[src/rtl/fec_pkg.sv]
// Shared definitions for the K=7 rate-1/2 convolutional encoder:
// generator polynomials, tail length, FSM states and the parity helper.
package fec_pkg;

  localparam int K = 7;
  localparam logic [6:0] G1 = 7'o171;
  localparam logic [6:0] G2 = 7'o133;
  localparam int TAIL_BITS = K - 1;

  typedef enum logic [1:0] {
    IDLE = 2'd0,
    DATA = 2'd1,
    TAIL = 2'd2
  } conv_state_t;

  // The window is ordered {u, sr[0], ..., sr[5]} so the octal generator's MSB taps the new bit.
  function automatic logic conv_parity(input logic [6:0] taps, input logic [6:0] win);
    conv_parity = ^(taps & win);
  endfunction

endpackage

[src/rtl/conv_k7_core.sv]
// Encoder shift register and G1/G2 parity. The parity output is combinational;
// iclr makes the current bit see an all-zero history (start of a frame).
module conv_k7_core
  import fec_pkg::*;
(
  input  logic       iclk,
  input  logic       irst,
  input  logic       iclr,
  input  logic       ien,
  input  logic       ibit,
  output logic [1:0] odat
);

  logic [5:0] sr_r;
  logic [5:0] sr_eff_s;
  logic [6:0] win_s;

  // Parity of the incoming bit against the (possibly cleared) history
  always_comb begin
    sr_eff_s = iclr ? 6'd0 : sr_r;
    win_s    = {ibit, sr_eff_s[0], sr_eff_s[1], sr_eff_s[2],
                sr_eff_s[3], sr_eff_s[4], sr_eff_s[5]};
    odat     = {conv_parity(G1, win_s), conv_parity(G2, win_s)};
  end

  // History register shifts only on an encoded bit
  always_ff @(posedge iclk) begin
    if (!irst) begin
      sr_r <= 6'd0;
    end else if (ien) begin
      sr_r <= {sr_eff_s[4:0], ibit};
    end else begin
      sr_r <= sr_r;
    end
  end

endmodule

[src/rtl/conv_enc_k7.sv]
// Rate-1/2 K=7 convolutional encoder top: request/valid handshake, frame FSM,
// bit/tail counters and registered symbol outputs around conv_k7_core.
module conv_enc_k7
  import fec_pkg::*;
#(
  parameter int FRAME_BITS = 1504
) (
  input  logic       iclk,
  input  logic       irst,
  input  logic       idat,
  input  logic       ival,
  input  logic       isop,
  output logic       oreq,
  input  logic       ireq,
  output logic [1:0] odat,
  output logic       oval,
  output logic       osop,
  output logic       oeop,
  output logic       oerr
);

  localparam int CW = $clog2(FRAME_BITS + 1);
  localparam logic [CW-1:0] LAST_BIT = CW'(FRAME_BITS - 1);
  localparam logic [CW-1:0] CNT_ONE = CW'(1);
  localparam logic [2:0] LAST_TAIL = 3'(TAIL_BITS - 1);
  localparam bit ONE_BIT = (FRAME_BITS == 1);

  conv_state_t   state_r;
  logic [CW-1:0] bit_cnt_r;
  logic [2:0]    tail_cnt_r;
  logic          acc_s;
  logic          en_s;
  logic          clr_s;
  logic          bit_s;
  logic [1:0]    sym_s;

  conv_k7_core u_core (
    .iclk (iclk),
    .irst (irst),
    .iclr (clr_s),
    .ien  (en_s),
    .ibit (bit_s),
    .odat (sym_s)
  );

  // Handshake and encoder control; oreq never looks at ival
  always_comb begin
    oreq  = 1'b0;
    en_s  = 1'b0;
    clr_s = 1'b0;
    bit_s = 1'b0;
    acc_s = 1'b0;
    case (state_r)
      IDLE: begin
        oreq  = ireq;
        acc_s = ival && ireq;
        en_s  = acc_s && isop;
        clr_s = 1'b1;
        bit_s = idat;
      end
      DATA: begin
        oreq  = ireq;
        acc_s = ival && ireq;
        en_s  = acc_s;
        clr_s = isop;
        bit_s = idat;
      end
      TAIL: begin
        oreq  = 1'b0;
        en_s  = ireq;
        clr_s = 1'b0;
        bit_s = 1'b0;
      end
      default: begin
        oreq  = 1'b0;
        en_s  = 1'b0;
      end
    endcase
  end

  // Frame FSM, counters and registered outputs; odat only updates with a symbol
  always_ff @(posedge iclk) begin
    if (!irst) begin
      state_r    <= IDLE;
      bit_cnt_r  <= {CW{1'b0}};
      tail_cnt_r <= 3'd0;
      odat       <= 2'b00;
      oval       <= 1'b0;
      osop       <= 1'b0;
      oeop       <= 1'b0;
      oerr       <= 1'b0;
    end else begin
      oval <= en_s;
      osop <= 1'b0;
      oeop <= 1'b0;
      oerr <= 1'b0;
      if (en_s) begin
        odat <= sym_s;
      end
      case (state_r)
        IDLE: begin
          if (en_s) begin
            osop       <= 1'b1;
            bit_cnt_r  <= CNT_ONE;
            tail_cnt_r <= 3'd0;
            state_r    <= ONE_BIT ? TAIL : DATA;
          end
        end
        DATA: begin
          if (acc_s) begin
            if (isop) begin
              osop      <= 1'b1;
              oerr      <= 1'b1;
              bit_cnt_r <= CNT_ONE;
            end else if (bit_cnt_r == LAST_BIT) begin
              bit_cnt_r  <= {CW{1'b0}};
              tail_cnt_r <= 3'd0;
              state_r    <= TAIL;
            end else begin
              bit_cnt_r <= bit_cnt_r + CNT_ONE;
            end
          end
        end
        TAIL: begin
          if (ireq) begin
            if (tail_cnt_r == LAST_TAIL) begin
              oeop       <= 1'b1;
              tail_cnt_r <= 3'd0;
              bit_cnt_r  <= {CW{1'b0}};
              state_r    <= IDLE;
            end else begin
              tail_cnt_r <= tail_cnt_r + 3'd1;
            end
          end
        end
        default: begin
          state_r <= IDLE;
        end
      endcase
    end
  end

endmodule

[config.mk]
export PLATFORM = sky130hd
export DESIGN_NAME = conv_enc_k7
export DESIGN_NICKNAME = d
export VERILOG_FILES = /design/src/rtl/fec_pkg.sv /design/src/rtl/conv_k7_core.sv /design/src/rtl/conv_enc_k7.sv
export SDC_FILE = /design/constraint.sdc
export NUM_CORES = 1
export LEC_CHECK = 0
export BUFFER_PORTS_ARGS = -buffer_cell sky130_fd_sc_hd__buf_2
export CORE_MARGIN = 3
export CORE_UTILIZATION = 45
export DETAILED_ROUTE_END_ITERATION = 8
export GPL_TIMING_DRIVEN = 1
export SETUP_SLACK_MARGIN = 0.5
export SLEW_MARGIN = 40
export SYNTH_ARGS = -nofsm -noshare
export SYNTH_HDL_FRONTEND = slang
export SYNTH_SLANG_ARGS = --single-unit
[constraint.sdc]
create_clock -name iclk -period 3.9 [get_ports iclk]
set_input_delay 0.39 -clock iclk [delete_from_list [all_inputs] [get_ports iclk]]
set_output_delay 0.39 -clock iclk [all_outputs]
set_load 0.005 [all_outputs]
; Word-level counts from Yosys, hierarchy flattened
; Cells that the tools add are included.
[word_totals]
regBits = 28
out_inout_bits = 7
input_bits = 6
[classes]
n_eq_ne = 10
n_addsub = 2
n_mux = 32
reduce_logical = 12
[ops]
columns = op, n
row1 = $mux W11, 6
row2 = $pmux W11 S3, 1
row3 = $mux W3, 6
row4 = $reduce_xor A7 Y1, 2
row5 = $mux W2, 6
row6 = $ne A2 B2 Y1 const B, 6
row7 = $reduce_and A6 Y1, 2
row8 = $add A11 B1 Y11 const B, 1
row9 = $eq A11 B11 Y1 const B, 1
row10 = $pmux W3 S3, 1
row11 = $mux W1, 7
row12 = $mux W6, 1
row13 = $pmux W2 S3, 1
row14 = $reduce_and A5 Y1, 1
row15 = $pmux W1 S2, 2
row16 = $add A3 B1 Y3 const B, 1
row17 = $eq A3 B3 Y1 const B, 1
row18 = $pmux W1 S3, 1
row19 = $reduce_and A3 Y1, 1
row20 = $reduce_bool A3 Y1, 1
row21 = $eq A2 B1 Y1 const B, 1
row22 = $eq A2 B2 Y1 const B, 1
row23 = $logic_and A1 B1 Y1, 2
row24 = $logic_not A2 Y1, 1
row25 = other kinds (2), 2

; Longest topological paths before layout
[depth]
depth_word = 5
ltp_mapped = 8
ltp_nobuf = 6

; By module
; A second synthesis with hierarchy kept.
[hier_totals]
cells_unflattened = 193
area_unflattened_um2 = 1591.5
[modules_own_cells]
columns = mod, area_each_um2, cells_per_inst, instances, seq_area_each_um2
row1 = conv_enc_k7, 1275.0, 155, 1, 440.4
row2 = conv_k7_core, 316.6, 38, 1, 120.1

; Worst setup path before layout
; No wires, ideal clock.
[synth_timing]
kind = register to register
startpoint = reg state_r[1]
endpoint = reg bit_cnt_r[3]
slack_ns = 2.146
t_arrival_ns = 1.632
period_less_slack_ns = 1.754
setup_ns = 0.122
required_ns = 3.778
stages_incl_launch_ff = 9
path_cell_list = dfxtp_1 inv_1 ha_1 buf_4 o211ai_1 a31o_1 buf_2 nor2_2 a221o_1
[synth_via]
elab_chain_cells = 5
word_cells_on_any_way = 13
cone_classes = eq/ne (6) / mux (3) / reduce/logical (4)
[synth_lines]
columns = element, line_no
row1 = from (decl), conv_enc_k7.sv:28  ; conv_state_t state_r;
row2 = from (signal assigned), conv_enc_k7.sv:106  ; state_r <= ONE_BIT ? TAIL : DATA;
row3 = $eq A2 B1 Y1 or $logic_not A2 Y1 (tied branches), "conv_enc_k7.sv:53, conv_enc_k7.sv:100"
row4 = $reduce_or A2 Y1 (no source line), n/a
row5 = $mux W1, n/a
row6 = $ne A2 B2 Y1 (no source line), n/a
row7 = $reduce_and A5 Y1 (no source line), n/a
row8 = to (signal assigned), conv_enc_k7.sv:85  ; bit_cnt_r <= {CW{1'b0}};
row9 = to (signal assigned), conv_enc_k7.sv:116  ; bit_cnt_r <= {CW{1'b0}};
row10 = to (signal assigned), conv_enc_k7.sv:120  ; bit_cnt_r <= bit_cnt_r + CNT_ONE;
row11 = to (decl), conv_enc_k7.sv:29  ; logic [CW-1:0] bit_cnt_r;
; Several ways; a longest one is shown, not always the timed one.
; A chain may end at the register's enable or synchronous reset.

; Worst setup path in the final report
[layout_timing]
startpoint = reg state_r[1]
endpoint = reg bit_cnt_r[10]
; Same word-level chain as after synthesis.

==> results_dict.tcl <==
set metrics [dict create \
    synthTopCellsByArea "dfxtp_1 32%, nand2_1 6.2%, ha_1 4.3%" \
    clk_latency_ns 0.27 \
    yosys_most_used_dff "dfxtp_1" \
    synthesis.nets 212 \
    netlist_area_mm2 0.00175 \
    io_buffers 12 \
    vdd_drop_max_uv 212 \
    critPathMaxStageDelay_ns 0.58 \
    slew_violations 0 \
    cts.clk_slew.worst_paths_ns 0.09 \
    hold-worst-slack_ns 0.410 \
    ys_ff_latch 28 \
    dp.cells 247 \
    ant_nets 0 \
    fillers 373 \
    clockBufferDepth 2 \
    drc_errors 0 \
    post-cts-setup-buffer-count 0 \
    power_leakage_uw 0.000656 \
    grt_use_met3_pct 2.30 \
    syn_inst 200 \
    synth_commonest_cells "29 x nand2_1, 28 x dfxtp_1, 14 x nand3_1, 10 x a21oi_1" \
    crit_fanout 16 \
    cp.arrival_ns 2.43 \
    place_area_mm2 0.00178 \
    rsz0062_at_grt "no" \
    cp.required_ns 4.10 \
    die_x_um 68.3 \
    dr.pass1.iters 4 \
    path_class "reg -> reg" \
    critical_path.slowest_cell "ha_1" \
    setup_tns_ns 0 \
    slew_headroom_pct 56.8 \
    grt_usage_pct 17.9 \
    powerDensity_mw_per_mm2 474 \
    nets 216 \
    avgSynthCellArea_um2 8.73 \
    cts_tree "built" \
    fp.dieH_um 68.3 \
    fmax_mhz 448 \
    hp-class "in -> reg" \
    drive_gt1_share_pct 15.8 \
    diodes 0 \
    use_met1_pct 23.1 \
    synthArstFlopShare_pct 0 \
    cts_buffers 3 \
    finalCriticalPeriod_ns 2.23 \
    ys_seq_area_share_pct 32.1 \
    core-area_mm2 0.00369 \
    drv_cap 0 \
    synth_top_cell_by_area "dfxtp_1" \
    place_ws_ns 1.68 \
    clkSinkCount 28 \
    start_util_pct 47.4 \
    htree_levels 1 \
    area_delta_synth_final_pct 4.44 \
    multi_input_area_mm2 0.00108 \
    synth.distinct_cells 61 \
    antenna_found_initial 0 \
    synth_top_area_share_pct 32.1 \
    setup_violations 0 \
    drt-total-wl_um 3760 \
    crit_buf_inv 1 \
    postCtsResizedCells 0 \
    worst_pin_slew_ns 0.643 \
    end_kind "flop" \
    routabilityCongestion 0.825 \
    report.final.hold_viol_count 0 \
    hpwl_um 2750 \
    synth_most_common_cell "nand2_1" \
    vias_per_cell 6.08 \
    num_rows 22 \
    yosys_warnings 0 \
    cp_top_family "compound AO/OA/AOI/OAI gates" \
    regArea_um2 561 \
    route.vias.total 1521 \
    grt_pass1_wl_um 6450 \
    grt_pass1_vias 1423 \
    critPathLaunchType "flop" \
    pin_count 13 \
    synth_edf_count 0 \
    die_area_mm2 0.00466 \
    drt-initial-drc-count 77 \
    holdBufCountCts 0 \
    finClkSkew_ns 0.00594 \
    final_area_mm2 0.00182 \
    overflow 0 \
    status "finished clean" \
    grt_max_degree 27 \
    layout_setup_ws_ns 1.67 \
    cp_cell_sequence "inv_1 > ha_1 > o211ai_1 > a31oi_1 > nand3_1 > o221ai_1" \
    avgRoutedWirePerCell_um 15.0 \
    grt_use_met2_pct 30.3 \
    cts-root-buf "clkbuf_8" \
    fin_cells 250 \
    busiest_layer "met2" \
    fin_crit_sh_pct 57.2 \
]
[layer usage]
| layer | vias to the layer above | share of wire [%] |
|---|---|---|
| li1 | 753 | - |
| met5 | - | 0 |
| met4 | 0 | 1.0 |
| met2 | 42 | 49 |
| met1 | 722 | 46 |
| met3 | 4 | 4.6 |
[registers in the layout (all words and copies together), names as in the netlist]
| name | cells |
|---|---|
| oerr | 1 |
| oeop | 1 |
| tail_cnt_r | 3 |
| oval | 1 |
| osop | 1 |
| bit_cnt_r | 11 |
| u_core.sr_r | 6 |
| state_r | 2 |
| odat | 2 |
[cell usage in the layout, fill, tap and decap left out, drive strengths merged, types with 2 or more instances in the layout]
master	n
o211ai	7
and3b	2
inv	7
nand3b	3
buf	12
and3	3
a31oi	4
nor4	2
or3	7
o21ai	2
and2	3
mux2i	2
nand3	14
and4	2
dfxtp	28
nor3	7
nand2	29
clkbuf	3
ha	6
o21bai	2
a211oi	6
a21o	2
a21oi	11
o22ai	6
nand4	7
xor3	2
nand2b	2
nor2	5
[area by class of cell]
cell class,count,area share [%]
clock buffer,3,2.26
multi-input combinational,152,59.0
tap,48,3.29
sequential,28,30.7
timing repair buffer,12,3.29
inverter,7,1.44
[cell families (layout without fill, tap and decap cells)]
kind of cell | count (synthesis) | count (layout) | synth area share (%)
and+or+nand+nor | 91 | 91 | 31.2
DFF | 28 | 28 | 32.1
xor gates and xnor gates | 2 | 2 | 2.72
AOI/OAI and AO/OA | 51 | 51 | 22.2
buffers and inverters | 20 | 22 | 6.30
adders and majority gates | 6 | 6 | 4.30
muxes | 2 | 2 | 1.15
[worst reg2reg max path, stage by stage, from the launching register on]
cell and delay, ns:
dfxtp_1 0.34, inv_1 0.11, ha_1 0.58, o211ai_1 0.19, a31oi_1 0.35, nand3_1 0.32
o221ai_1 0.26
[worst paths after layout]
path,startpoint,to,slack [ns],depth (start not counted)
worst max-delay path,state_r[1]$_SDFFE_PN0P_,bit_cnt_r[10]$_SDFFE_PN0P_,1.67,6
worst min-delay path,ival,oerr$_SDFF_PN0_,0.41,3
worst max register to register,state_r[1]$_SDFFE_PN0P_,bit_cnt_r[10]$_SDFFE_PN0P_,1.67,6
worst min register to register,u_core.sr_r[3]$_SDFFE_PN0P_,u_core.sr_r[3]$_SDFFE_PN0P_,0.47,2
[stage by stage]
stage | power, uW | util (%)
5_1_grt | 930 | 49.5
3_5_place_dp | 716 | 48.3
3_3_place_gp | 703 | 48.3
2_1_floorplan | 648 | -
4_1_cts | 872 | 49.5
6_report | 865 | 49.5
[power breakdown]
group / total, uW / internal (uW) / switching [uW]
Combinational: 388 / 131 / 257
Clock: 156 / 69.3 / 86.3
Sequential: 322 / 305 / 17.4
Note: power is estimated with default switching activity, not from simulation.
